## src/rtl/cra_sbr_stack.sv

```systemverilog
// Microcode CALL/RETURN subroutine stack for the CRAM address path; the top-of-stack feeds the CRA dispatch mux.
// Optional per-entry odd parity with a sticky parityErr output is enabled by defining CRA_SBR_PARITY_EN.
module cra_sbr_stack #(
  parameter int DEPTH = 16,
  parameter int AW    = 11
) (
  input  logic          clk,
  input  logic          resetN,
  input  logic          advance,
  input  logic          call,
  input  logic          force1777,
  input  logic          ret,
  input  logic [AW-1:0] pushAdr,
  input  logic          diaClear,
  input  logic [4:0]    diagIdx,
  output logic [AW-1:0] sbrRet,
  output logic [4:0]    stackAdr,
  output logic          empty,
  output logic          full,
  output logic          overflow,
  output logic          underflow,
`ifdef CRA_SBR_PARITY_EN
  output logic          parityErr,
`endif
  output logic [AW-1:0] diagData
);

  localparam int IW = (DEPTH > 1) ? $clog2(DEPTH) : 1;
  localparam int CW = 6;
  localparam logic [CW-1:0] CNT_FULL = CW'(DEPTH);

  // Requests only take effect on a committed microinstruction (advance=1);
  // a page-fail trap during a RETURN is a push and never a pop.
  logic do_push;
  logic do_pop;
  assign do_push = advance & (call | force1777);
  assign do_pop  = advance & ret & ~force1777;

  logic [CW-1:0] cnt_q, cnt_d;
  logic [AW-1:0] ret_q, ret_d;
  logic          ovf_q, ovf_d;
  logic          unf_q, unf_d;
  logic [AW-1:0] mem_q [DEPTH];

  logic          wr_en;
  logic [IW-1:0] wr_idx;
  logic          chk_en;
  logic [IW-1:0] chk_idx;
  logic [CW-1:0] cnt_m1;
  logic [CW-1:0] cnt_m2;
  logic          is_empty;
  logic          is_full;

  assign cnt_m1   = cnt_q - CW'(1);
  assign cnt_m2   = cnt_q - CW'(2);
  assign is_empty = (cnt_q == '0);
  assign is_full  = (cnt_q == CNT_FULL);

  always_comb begin
    cnt_d   = cnt_q;
    ret_d   = ret_q;
    ovf_d   = ovf_q;
    unf_d   = unf_q;
    wr_en   = 1'b0;
    wr_idx  = '0;
    chk_en  = 1'b0;
    chk_idx = '0;
    if (diaClear) begin
      cnt_d = '0;
      ret_d = '0;
      ovf_d = 1'b0;
      unf_d = 1'b0;
    end else begin
      case ({do_push, do_pop})
        2'b10: begin
          // Entry index is modulo DEPTH, so a push while full wraps onto entry 0.
          wr_en  = 1'b1;
          wr_idx = cnt_q[IW-1:0];
          ret_d  = pushAdr;
          if (is_full) ovf_d = 1'b1;
          else         cnt_d = cnt_q + CW'(1);
        end
        2'b01: begin
          if (is_empty) begin
            ret_d = '0;
            unf_d = 1'b1;
          end else begin
            cnt_d = cnt_m1;
            if (cnt_q >= CW'(2)) begin
              ret_d   = mem_q[cnt_m2[IW-1:0]];
              chk_en  = 1'b1;
              chk_idx = cnt_m2[IW-1:0];
            end else begin
              ret_d = '0;
            end
          end
        end
        2'b11: begin
          wr_en = 1'b1;
          ret_d = pushAdr;
          if (is_empty) begin
            wr_idx = '0;
            cnt_d  = CW'(1);
          end else begin
            wr_idx  = cnt_m1[IW-1:0];
            chk_en  = 1'b1;
            chk_idx = cnt_m1[IW-1:0];
          end
        end
        default: ;
      endcase
    end
  end

  always_ff @(posedge clk or negedge resetN) begin
    if (!resetN) begin
      cnt_q <= '0;
      ret_q <= '0;
      ovf_q <= 1'b0;
      unf_q <= 1'b0;
      for (int i = 0; i < DEPTH; i++) mem_q[i] <= '0;
    end else begin
      cnt_q <= cnt_d;
      ret_q <= ret_d;
      ovf_q <= ovf_d;
      unf_q <= unf_d;
      if (wr_en) mem_q[wr_idx] <= pushAdr;
    end
  end

`ifdef CRA_SBR_PARITY_EN
  function automatic logic odd_par(input logic [AW-1:0] d);
    return ~^d;
  endfunction

  logic mem_par_q [DEPTH];
  logic par_err_q;
  logic par_err_d;

  always_comb begin
    par_err_d = par_err_q;
    if (diaClear)
      par_err_d = 1'b0;
    else if (chk_en && (mem_par_q[chk_idx] != odd_par(mem_q[chk_idx])))
      par_err_d = 1'b1;
  end

  // Cleared entries hold data 0, whose odd-parity bit is 1.
  always_ff @(posedge clk or negedge resetN) begin
    if (!resetN) begin
      par_err_q <= 1'b0;
      for (int i = 0; i < DEPTH; i++) mem_par_q[i] <= 1'b1;
    end else begin
      par_err_q <= par_err_d;
      if (wr_en) mem_par_q[wr_idx] <= odd_par(pushAdr);
    end
  end

  assign parityErr = par_err_q;
`else
  logic unused_par;
  assign unused_par = chk_en ^ (^chk_idx);
`endif

  // stackAdr is 5 bits wide; at DEPTH=32 a full stack reads 0 there, while full still reports it.
  assign sbrRet    = ret_q;
  assign stackAdr  = cnt_q[4:0];
  assign empty     = is_empty;
  assign full      = is_full;
  assign overflow  = ovf_q;
  assign underflow = unf_q;
  assign diagData  = mem_q[diagIdx[IW-1:0]];

  logic unused_ok;
  assign unused_ok = ^{diagIdx, cnt_m1, cnt_m2};

endmodule
```

## config.mk

```make
export PLATFORM = sky130hd
export DESIGN_NAME = cra_sbr_stack
export DESIGN_NICKNAME = d
export VERILOG_FILES = /design/src/rtl/cra_sbr_stack.sv
export SDC_FILE = /design/constraint.sdc
export NUM_CORES = 1
export LEC_CHECK = 0
export CAP_MARGIN = 0
export CORE_UTILIZATION = 61
export CTS_CLUSTER_SIZE = 30
export DETAILED_ROUTE_END_ITERATION = 6
export GPL_TIMING_DRIVEN = 0
export PLACE_DENSITY = 0.87
export SYNTH_ARGS = -nofsm -noshare
export SYNTH_HDL_FRONTEND = slang
export SYNTH_SLANG_ARGS = --single-unit
```

## constraint.sdc

```tcl
create_clock -name clk -period 2.9 [get_ports clk]
set_input_delay 0.58 -clock clk [delete_from_list [all_inputs] [get_ports clk]]
set_output_delay 0.58 -clock clk [all_outputs]
set_load 0.01 [all_outputs]
```

# ---- Word level (Yosys, flattened, before mapping)
# Cells that the tools add are included.
# W data, S select, Z words.
dict set report totals {
  mem_bits_rw 0
  regBits 195
  input_bits 23
  wordCells 84
  rom_bits 0
  n_memories 0
  latchBits 0
}
dict set report op_classes {
  add_sub_neg 3
  eq_ne 7
  n_reduce_logical 12
  magnitude_cmp 5
  mul 0
  div 0
  mux 29
  bitwise_logic 8
  shift 0
}
# op n
set op_table {}
lappend op_table {{$bwmux W176} 1}
lappend op_table {{$bmux W11 S4} 2}
lappend op_table {{$mux W11} 8}
lappend op_table {{$demux W11 S4} 1}
lappend op_table {{$mux W6} 4}
lappend op_table {{$pmux W11 S2} 1}
lappend op_table {{$pmux W6 S3} 1}
lappend op_table {{$ge A5 B5 Y1 const B} 3}
lappend op_table {{$not A4 Y5} 3}
lappend op_table {{$ne A3 B3 Y1 const B} 3}
lappend op_table {{$mux W1} 8}
lappend op_table {{$mux W4} 2}
lappend op_table {{$pmux W4 S2} 1}
lappend op_table {{$reduce_bool A2 Y1} 4}
lappend op_table {{$add A6 B1 Y6 const B} 1}
lappend op_table {{$eq A6 B5 Y1 const B} 1}
lappend op_table {{$ge A6 B2 Y1 const B} 1}
lappend op_table {{$logic_not A6 Y1} 1}
lappend op_table {{$sub A6 B1 Y6 const B} 1}
lappend op_table {{$lt A5 B1 Y1 const B} 1}
lappend op_table {{$eq A2 B2 Y1 const B} 2}
lappend op_table {{$reduce_and A2 Y1} 2}
lappend op_table {{$reduce_and A4 Y1} 1}
lappend op_table {{$reduce_bool A4 Y1} 1}
lappend op_table {{other kinds (8)} 10}

# ---- Depth between registers and ports, before layout
# Gate-level depths: netlist of run 1.
dict set report depth {
  ltp_word 11
  depth_mapped 11
}

# ---- Worst setup path after synthesis of run 1
# OpenSTA, ideal clock, no wires.
dict set report synth_path {
  path_kind {input port to output port}
  startpoint {input port diagIdx[0]}
  endpoint {output port diagData[0]}
  stages 4
  t_required_ps 2320
  arrival_ps 2259
  slack_ps 61
  cell_sequence {clkbuf_1 -> buf_2 -> mux4_2 -> mux4_2}
}
dict set report synth_between {
  elab_chain_cells 4
}
# element line_no
set synth_lines {}
lappend synth_lines {{from (decl)} 15} ;# input logic [4:0] diagIdx,
lappend synth_lines {{$not A4 Y5 (implied by the code)} 172} ;# assign diagData = mem_q[diagIdx[IW-1:0]];
lappend synth_lines {{$bmux W11 S4} 172}
lappend synth_lines {{$mux W11 (implied by the code) (2 in a row)} 172}
lappend synth_lines {{to (decl)} 25} ;# output logic [AW-1:0] diagData
# Every way passes these cells. The select of a mux whose other input is x is not followed.

# ---- Worst setup path after layout of run 1
dict set report layout_path {
  startpoint {register cnt_q[1]}
  endpoint {register ret_q[8], in the netlist sbrRet[8]}
}
dict set report layout_between {
  elab_chain_cells 9
}
# element line_no
set layout_lines {}
lappend layout_lines {{from (decl)} 39} ;# logic [CW-1:0] cnt_q, cnt_d;
lappend layout_lines {{from (signal assigned)} 123} ;# cnt_q <= cnt_d;
lappend layout_lines {{$sub A4 B2 Y4} 55} ;# assign cnt_m2 = cnt_q - CW'(2);
lappend layout_lines {{$not A4 Y5 (implied by the code)} 90} ;# ret_d = mem_q[cnt_m2[IW-1:0]];
lappend layout_lines {{$bmux W11 S4} 90}
lappend layout_lines {{$mux W11 (implied by the code) (2 in a row)} 90}
lappend layout_lines {{$mux W11} 89} ;# if (cnt_q >= CW'(2)) begin
lappend layout_lines {{$mux W11 (*)} 84} ;# if (is_empty) begin
lappend layout_lines {{$pmux W11 S2 (*)} 74} ;# case ({do_push, do_pop})
lappend layout_lines {{$mux W11 (*)} 68} ;# if (diaClear) begin
lappend layout_lines {{to (signal assigned)} 124} ;# ret_q <= ret_d;
lappend layout_lines {{to (decl)} 40} ;# logic [AW-1:0] ret_q, ret_d;
# Every way passes the cells marked *; elsewhere a longest branch is shown, timed or not. The select of a mux whose other input is x is not followed.
# A chain may end at the register's enable or synchronous reset.

==> out/metrics.yaml, run 1 <==
status: "complete, but fails checks"
violations: "setup timing"
synth_simple_gate_area_share: 0.0402
synth_edf_count: 0
worstPathMaxFanout: 10
setup_ws_ns: -0.0379
clock_path_buffers: 2
antenna_found_initial: 0
clkSinkCount: 195
fin_crit_ns: 2.94
fmax_ghz: 0.340
hold_path.class: "primary input to async pin"
start_kind: "register"
synth_common_cells: "dfrtp_1, mux2_2, mux4_2, clkbuf_1, o21ai_0"
layout-drive-gt1-share: 0.466
pwr_density_cell_nw_per_um2: 590
cts_tree: "built"
slew_viol_final: 0
ys.flop_type: "dfrtp_1"
syn2layout_area_growth_pct: 15.5
post-route-period-util: 1.01
drtIter0Drc: 1017
whs_ns: 0.163
peakVddDrop_mv: 0.466
syn_area_um2: 10900
crit_start: "cnt_q[1]$_DFFE_PN0P_"
ys_seq_area_frac: 0.448
synth_top_family_by_area: "multiplexers"
synth_area_leader_cell: "dfrtp_1"
drc: 0
wl_mm: 32.4
synth_cells: 738
syn_area_per_cell_um2: 14.8
placed_cell_area_um2: 11700
wl_per_cell_um: 30.7
synthXorXnorAreaFrac: 0.00482
fp.dieH_um: 136
rows: 48
place_congestion: 0.880
drtAntennaViolNets: 0
synth-adder-area-share: 0.00689
crit_type: "register to register"
io_pins: 54
drt_pass1_iterations: 5
synth_cell_types: 56
synthArstFlopShare: 1.00
p_leak_nw: 5.65
setup_viol: 2
grt_use_total: 0.376
start_util: 0.628
synth_compound_area_frac: 0.0613
clock_latency_ns: 0.45
cts_root_buf: "clkbuf_16"
grt_pass1_wl_mm: 48.7
vias_per_cell: 7.38
synth_fp_nets: 767
top_layer: "met4"
ys_seq_elements: 195
grt_remaining_overflow: 0
grt_pass1_vias: 7968
clock_skew_ns: 0.0131
reg2reg_slack_ns: -0.04
core_area_um2: 17400
nets: 848
synth_top_area_frac: 0.448
design.die.area_um2: 18400
dr_wl_met3_mm: 3.16
hold_violations: 0
ctsHoldBuffers: 0
synth.most_common_cell: "dfrtp_1"
r2r-end: "sbrRet[8]$_DFFE_PN0P_"
drv_cap: 0
slew_headroom: 0.421
vias: 7788
met1_length_mm: 11.5
ys_top_cells_by_area: "dfrtp_1, mux4_2, mux2_2"
rr_startpoint: "cnt_q[1]$_DFFE_PN0P_"
synth_warnings: 0
required_ns: 3.20
worstSetupEndpointType: "register"
io_buffers: 48
synthMuxAreaShare: 0.399
stdcell_area_um2: 12600
grt_max_degree: 103
htree_levels: 4
num_antenna_cells: 0
cts-buffers-inserted: 17
dp_hpwl_mm: 20.0
worst_slew_pin_slew_ns: 0.868
arrival_ns: 3.23
place_ws_ns: -0.872
clkTransAtPathRegs_ns: 0.08
r2r_cells: 6
routed-wl-met2_mm: 15.6
die_w_um: 136
==> flip-flops by register name, summed over array words and instances, names as in the netlist <==
register	flops
cnt_q	6
mem_q	176
sbrRet	11
underflow	1
overflow	1
==> power by group <==
part           leakage (nW)  internal [W]  switching (W)
registers              2.62       0.00306       0.000297
logic                  2.75      0.000880       0.000714
clock network         0.284       0.00136        0.00110
==> cell usage in the layout, fill, tap and decap left out, types with 7 or more instances in the layout <==
cell type | netlist | layout
buf_2 | 11 | 7
mux2_2 | 136 | 136
dfrtp_1 | 195 | 194
mux4_2 | 99 | 99
a21oi_1 | 11 | 11
nand2_1 | 10 | 10
clkbuf_1 | 36 | 24
mux2_1 | 10 | 10
clkbuf_16 | 0 | 19
buf_6 | 8 | 15
o21ai_0 | 33 | 32
a211oi_1 | 13 | 13
a22o_1 | 22 | 22
buf_4 | 16 | 24
nor2_1 | 29 | 29
mux2_4 | 30 | 30
clkdlybuf4s50_1 | 0 | 36
clkbuf_2 | 0 | 8
==> cell type report <==
type,instances,area (um^2)
clock inverters,14,176
clock buffers,17,425
repair buffers,63,599
inverters,7,26.3
multi-input cells,462,5620
flip-flops and latches,195,4880
fillers,1029,4770
plain buffers,73,576
well taps,225,282
==> timing repair <==
action	4_1_cts	5_1_grt
setup endpoints to repair	74	87
buffers inserted	11	3
gates resized for setup	67	21
==> stage by stage <==
| stage | total power (W) | util | TNS [ns] | cells |
|---|---|---|---|---|
| 2_1_floorplan | 0.00433 | - | 0 | 738 |
| 3_3_place_gp | 0.00478 | 0.672 | -1251.94 | 1011 |
| 3_5_place_dp | 0.00489 | 0.674 | -48.73 | 1012 |
| 4_1_cts | 0.00736 | 0.722 | 0 | 1053 |
| 5_1_grt | 0.00761 | 0.725 | -0.0813 | 1056 |
| 6_report | 0.00742 | 0.725 | -0.0534 | 1056 |
==> metal layers <==
layer / vias to the layer above / global-route usage
met2: 678 / 0.587
met3: 175 / 0.0816
li1: 3010 / -
met1: 3925 / 0.472
met4: 0 / 0.255
met5: - / 0
==> cells by family after synthesis <==
| logic type | Yosys count |
|---|---|
| multiplexers | 277 |
| flip-flops | 195 |
| AO/OA/AOI/OAI | 98 |
| buffers and inverters | 81 |
| AND/OR/NAND/NOR | 75 |
| XOR/XNOR | 6 |
| adder cells (fa/ha/maj) | 6 |
==> worst max path at each step <==
| stage | cells after the start | end | slack, ns |
|---|---|---|---|
| 3_5_place_dp | 4 | diagData[2] | -0.87 |
| 2_1_floorplan | 4 | diagData[0] | 0.06 |
| 5_1_grt | 10 | mem_q[40]$_DFFE_PN0P_ | -0.02 |
| 6_report | 6 | sbrRet[8]$_DFFE_PN0P_ | -0.04 |
| 3_3_place_gp | 1 | mem_q[14]$_DFFE_PN0P_ | -6.25 |
| 4_1_cts | 6 | diagData[7] | 0.005 |
==> worst max-delay path, stage by stage (launching register included) <==
cell,delay [ns]
dfrtp_1,0.52
clkbuf_1,0.68
clkbuf_2,0.57
mux4_2,0.39
a22o_1,0.25
o21ai_0,0.24
a211oi_1,0.12
No activity file was read; power rests on OpenSTA's default activity.
==> inputs of run 2 (changes only) <==
--- a/config.mk
+++ b/config.mk
@@ -5,12 +5,13 @@
 export SDC_FILE = /design/constraint.sdc
 export NUM_CORES = 1
 export LEC_CHECK = 0
-export CAP_MARGIN = 0
+export CAP_MARGIN = 30
 export CORE_UTILIZATION = 61
 export CTS_CLUSTER_SIZE = 30
 export DETAILED_ROUTE_END_ITERATION = 6
 export GPL_TIMING_DRIVEN = 0
 export PLACE_DENSITY = 0.87
+export SLEW_MARGIN = 5
 export SYNTH_ARGS = -nofsm -noshare
 export SYNTH_HDL_FRONTEND = slang
 export SYNTH_SLANG_ARGS = --single-unit
==> constraint.sdc (replaced) <==
create_clock -name clk -period 2.9 [get_ports clk]
set_input_delay 0.58 -clock clk [delete_from_list [all_inputs] [get_ports clk]]
set_output_delay 0.58 -clock clk [all_outputs]
set_load 0.005 [all_outputs]
==> out/metrics.yaml, run 2 (synthesized netlist as in run 1, its figures left out) <==
p_leak_nw: 5.70  # +0.83%
fin_crit_ns: 2.89  # -0.0499 ns
fmax_ghz: 0.346  # +1.7%
grt_pass1_wl_mm: 51.5  # +5.9%
vias: 8016  # +2.9%
final_common_cell: "dfrtp_1"
arrival_ns: 2.31  # -0.92 ns
seqCellArea_um2: 4880  # unchanged
crit_start: "diagIdx[0]"
largest_register: "mem_q"
rr_startpoint: "cnt_q[0]$_DFFE_PN0P_"
core_area_um2: 17400  # unchanged
clock_path_buffers: 2  # unchanged
io_pins: 54  # unchanged
start_util: 0.628  # unchanged
hold_violations: 0  # unchanged
busiest_layer: "met2"
clkSinkCount: 195  # unchanged
grtUsageMet1: 0.484  # +0.0120
pwr_density_cell_nw_per_um2: 576  # -2.3%
worst_slew_pin_slew_ns: 0.875  # +0.00669 ns
largest_reg_flops: 176  # unchanged
crit_type: "primary input to output port"
worstPathMaxFanout: 8  # -2
nets: 846  # -0.24%
required_ns: 2.32  # -0.88 ns
crit_top_cell: "mux4_2"
cts-buffers-inserted: 17  # unchanged
drv_cap: 0  # unchanged
clock_latency_ns: 0.45  # about the same
stdcell_area_um2: 12700  # +1.1%
clock_skew_ns: 0.0135  # +0.000430 ns
rows: 48  # unchanged
place_ws_ns: -0.856  # +0.0164 ns
status: "complete, no violations"
multi_input_area_um2: 5660  # +0.69%
slew_headroom: 0.417  # -0.00446
grt_use_total: 0.400  # +0.0241
final_cell_mix: "dfrtp_1, mux2_2, mux4_2"
slew_viol_final: 0  # unchanged
grt_max_degree: 103  # unchanged
worstSetupEndpointType: "output port"
antenna_found_initial: 0  # unchanged
nFillCells: 1021  # -0.78%
setup_ws_ns: 0.0120  # +0.0499 ns
critPathSlowestCell: "mux4_2"
met2_usage: 0.607  # +0.0201
num_antenna_cells: 0  # unchanged
cpPeakStageDelay_ns: 0.53  # -0.15 ns
grt_pass1_vias: 8329  # +4.5%
met3_usage: 0.130  # +0.0483
htree_levels: 4  # unchanged
peakVddDrop_mv: 0.464  # -0.34%
cts_root_buf: "clkbuf_16"
place_congestion: 0.880  # unchanged
io_buffers: 48  # unchanged
drc: 0  # unchanged
setup_viol: 0  # -2
wl_per_cell_um: 32.7  # +6.4%
grt_remaining_overflow: 0  # unchanged
layout-drive-gt1-share: 0.464  # -0.00185
drtAntennaViolNets: 0  # unchanged
design.die.area_um2: 18400  # unchanged
wl_mm: 34.5  # +6.3%
die_w_um: 136  # unchanged
clkTransAtPathRegs_ns: 0.08  # about the same
fp.dieH_um: 136  # unchanged
placed_cell_area_um2: 11700  # +0.13%
start_kind: "primary input"
dp_hpwl_mm: 20.4  # +2.1%
path_cells: "clkbuf_16 > buf_12 > buf_16 > mux4_2 > mux4_2 > dlygate4sd2_1"
cts_tree: "built"
hold_path.class: "primary input to async pin"
post-route-period-util: 0.996  # -0.0172
syn2layout_area_growth_pct: 16.8
drtIter0Drc: 1081  # +6.3%
vias_per_cell: 7.60  # +3.0%
drt_pass1_iterations: 5  # unchanged
## run 2: cell types whose count changed in the layout (fill, tap and decap cells not counted), moves of 2 or more
| cell | delta |
|---|---|
| buf_4 | -10 |
| buf_16 | +5 |
| dlygate4sd2_1 | +5 |
| buf_12 | +2 |
| bufinv_16 | -2 |
| clkbuf_2 | -2 |
| nor2_1 | -2 |
| nor2_2 | +2 |
## run 2: repair_timing
item                       4_1_cts  5_1_grt
pin swaps                        0        1
resized for setup               59       31
gates cloned                     4        1
buffers inserted                 5        1
setup endpoints to repair       77       97
hold buffers                     0        0
## run 2: metrics by stage
| stage | utilization | std cells | hold slack [ns] | total power [W] | setup TNS [ns] |
|---|---|---|---|---|---|
| floorplan | - | 738 | 0.284 | 0.00432 | 0 |
| global placement | 0.672 | 1011 | 0.480 | 0.00476 | -1251.58 |
| detailed placement | 0.674 | 1013 | 0.502 | 0.00488 | -48.57 |
| CTS | 0.726 | 1053 | 0.195 | 0.00720 | 0 |
| global route | 0.733 | 1055 | 0.229 | 0.00751 | -0.0537 |
| finish | 0.733 | 1055 | 0.167 | 0.00733 | 0 |
## run 2: power by group
group	switching (W)	internal (W)
logic	0.000731	0.000904
clock network	0.00113	0.00119
registers	0.000311	0.00306
total	0.00217	0.00516
## run 2: area by class of cell
class / count / share of cell area
Buffer: 73 / 0.0456
Clock buffer: 18 / 0.0337
Clock inverter: 14 / 0.0100
Inverter: 7 / 0.00207
Multi-Input combinational cell: 462 / 0.445
Sequential cell: 195 / 0.384
Tap cell: 225 / 0.0221
Timing Repair Buffer: 61 / 0.0579
## run 2: per-layer routing
layer	routed length, um	vias to the layer above
met5	0	-
met1	11600	4086
met3	4170	221
met2	16000	697
met4	2750	0
li1	-	3012
## run 2: path summary, 6_finish.rpt
| check | end | slack (ns) | cells after the start |
|---|---|---|---|
| hold / removal | overflow$_DFFE_PN0P_ | 0.17 | 1 |
| setup reg to reg | mem_q[145]$_DFFE_PN0P_ | 0.11 | 10 |
| max in group asynchronous | mem_q[113]$_DFFE_PN0P_ | 1.77 | 2 |
| setup / recovery | diagData[4] | 0.01 | 6 |
| hold reg to reg | mem_q[73]$_DFFE_PN0P_ | 0.52 | 1 |
| min in group clk | mem_q[73]$_DFFE_PN0P_ | 0.52 | 1 |
## run 2: critical path, delay by kind of cell
family   cells  cell delay [ns]
buf+inv      4             0.70
mux          2             1.02
==> inputs of run 3 (changes only) <==
--- a/config.mk
+++ b/config.mk
@@ -7,10 +7,12 @@
 export LEC_CHECK = 0
 export CAP_MARGIN = 30
 export CORE_UTILIZATION = 61
+export CTS_BUF_LIST = sky130_fd_sc_hd__clkbuf_8 sky130_fd_sc_hd__clkbuf_16
 export CTS_CLUSTER_SIZE = 30
 export DETAILED_ROUTE_END_ITERATION = 6
 export GPL_TIMING_DRIVEN = 0
-export PLACE_DENSITY = 0.87
+export HOLD_SLACK_MARGIN = 0.08
+export PLACE_DENSITY = 0.78
 export SLEW_MARGIN = 5
 export SYNTH_ARGS = -nofsm -noshare
 export SYNTH_HDL_FRONTEND = slang
==> out/metrics.yaml, run 3 (synthesized netlist as in run 1, its figures left out) <==
fmax_ghz: 0.344  # -0.68%
r2r_cells: 11  # +1
peakVddDrop_mv: 0.477  # +2.7%
design.die.area_um2: 18400  # unchanged
clock_latency_ns: 0.45  # about the same
io_pins: 54  # unchanged
core_area_um2: 17400  # unchanged
largest_reg_flops: 176  # unchanged
clkTransAtPathRegs_ns: 0.07  # about the same
grt_use_total: 0.375  # -0.0250
setup_viol: 1  # +1
p_leak_nw: 5.79  # +1.7%
fin_crit_ns: 2.91  # +0.0198 ns
io_buffers: 48  # unchanged
crit_type: "primary input to output port"
nets: 858  # +1.4%
fin_util: 0.739  # +0.00613
violations: "setup timing"
htree_levels: 4  # unchanged
slew_viol_final: 0  # unchanged
fp.dieH_um: 136  # unchanged
place_congestion: 0.851  # -3.3%
largest_register: "mem_q"
drtIter0Drc: 1010  # -6.6%
cts_tree: "built"
grt_pass1_wl_mm: 48.8  # -5.3%
start_kind: "primary input"
syn2layout_area_growth_pct: 17.7
dp.cells: 1013  # unchanged
worstPathMaxFanout: 8  # unchanged
stdcell_area_um2: 12800  # +0.84%
clock_skew_ns: 0.00735  # -0.00613 ns
post-route-period-util: 1.00  # +0.00684
rows: 48  # unchanged
worst_slew_pin_slew_ns: 0.884  # +0.00956 ns
drc: 0  # unchanged
die_w_um: 136  # unchanged
hold_path.class: "primary input to async pin"
drt_pass1_iterations: 5  # unchanged
drv_cap: 0  # unchanged
wl_mm: 32.9  # -4.5%
status: "complete, but fails checks"
grt_max_degree: 109  # +5.8%
required_ns: 2.32  # about the same
place_ws_ns: -0.858  # -0.00268 ns
antenna_found_initial: 0  # unchanged
vias: 7715  # -3.8%
cts_root_buf: "clkbuf_16"
total_power_w: 0.00764  # +4.1%
arrival_ns: 2.33  # +0.02 ns
clkSinkCount: 195  # unchanged
fin_cells: 1066  # +1.0%
num_antenna_cells: 0  # unchanged
placed_cell_area_um2: 11700  # unchanged
setup_ws_ns: -0.00781  # -0.0198 ns
worstSetupEndpointType: "output port"
layout-drive-gt1-share: 0.465  # +0.00107
final_cell_mix: "dfrtp_1, mux2_2, mux4_2"
pwr_density_cell_nw_per_um2: 595  # +3.3%
clock_path_buffers: 2  # unchanged
slew_headroom: 0.410  # -0.00637
wl_per_cell_um: 30.9  # -5.5%
grt_pass1_vias: 7897  # -5.2%
start_util: 0.628  # unchanged
grt_remaining_overflow: 0  # unchanged
vias_per_cell: 7.24  # -4.7%
hold_violations: 0  # unchanged
drtAntennaViolNets: 0  # unchanged
final_common_cell: "dfrtp_1"
dp_hpwl_mm: 20.4  # -0.29%
cts-buffers-inserted: 17  # unchanged
## run 3: cell types whose count changed in the layout (fill, tap and decap cells not counted), moves of 3 or more
cell           change
bufinv_16          +4
buf_6              -3
inv_6              -3
dlygate4sd2_1      -3
clkinv_2           -3
clkbuf_8           +3
clkinvlp_4         -3
buf_4             +15
## run 3: final cells by class
type | instances | area, um^2
plain buffers | 73 | 582
flip-flops and latches | 195 | 4880
repair buffers | 73 | 778
multi-input cells | 462 | 5620
fillers | 1086 | 4530
clock inverters | 12 | 203
clock buffers | 19 | 453
well taps | 225 | 282
inverters | 7 | 26.3
## run 3: layer usage
metal / routed length, um / global-route usage / up-vias / share of wire
met4: 1790 / 0.218 / 0 / 0.054
met2: 15700 / 0.591 / 541 / 0.48
met1: 12200 / 0.478 / 3996 / 0.37
met5: 0 / 0 / - / 0
li1: - / - / 3029 / -
met3: 3200 / 0.0857 / 149 / 0.097
## run 3: what timing repair did
item / in CTS / in global routing
setup buffers: 2 / 19
resized for setup: 58 / 20
hold buffers: 0 / 0
endpoints found under the setup margin: 76 / 103
pin swaps: 0 / 0
cloned: 1 / 1
## run 3: stage by stage
step	hold WS, ns	setup TNS, ns
after global routing	0.186	-0.0154
after detailed placement	0.495	-49.35
final	0.110	-0.00781
after CTS	0.160	-0.0660
after floorplan	0.284	0
after global placement	0.478	-1267.15
## run 3: report_power, final
group          switching (W)  total (W)  internal, W
Clock                0.00110    0.00268      0.00158
Sequential          0.000291    0.00335      0.00306
Combinational       0.000699    0.00160     0.000903
## run 3: final timing paths
check	start	to	slack [ns]
setup / recovery	diagIdx[0]	diagData[7]	-0.008
setup reg to reg	cnt_q[2]$_DFFE_PN0P_	mem_q[36]$_DFFE_PN0P_	0.09
max in group asynchronous	resetN	sbrRet[6]$_DFFE_PN0P_	1.81
hold / removal	resetN	mem_q[153]$_DFFE_PN0P_	0.11
min in group clk	overflow$_DFFE_PN0P_	overflow$_DFFE_PN0P_	0.51
hold reg to reg	overflow$_DFFE_PN0P_	overflow$_DFFE_PN0P_	0.51
## run 3: critical path: stages
cell	delay (ns)
clkbuf_16	0.17
buf_16	0.15
buf_4	0.12
mux4_2	0.50
mux4_2	0.51
dlygate4sd2_1	0.29
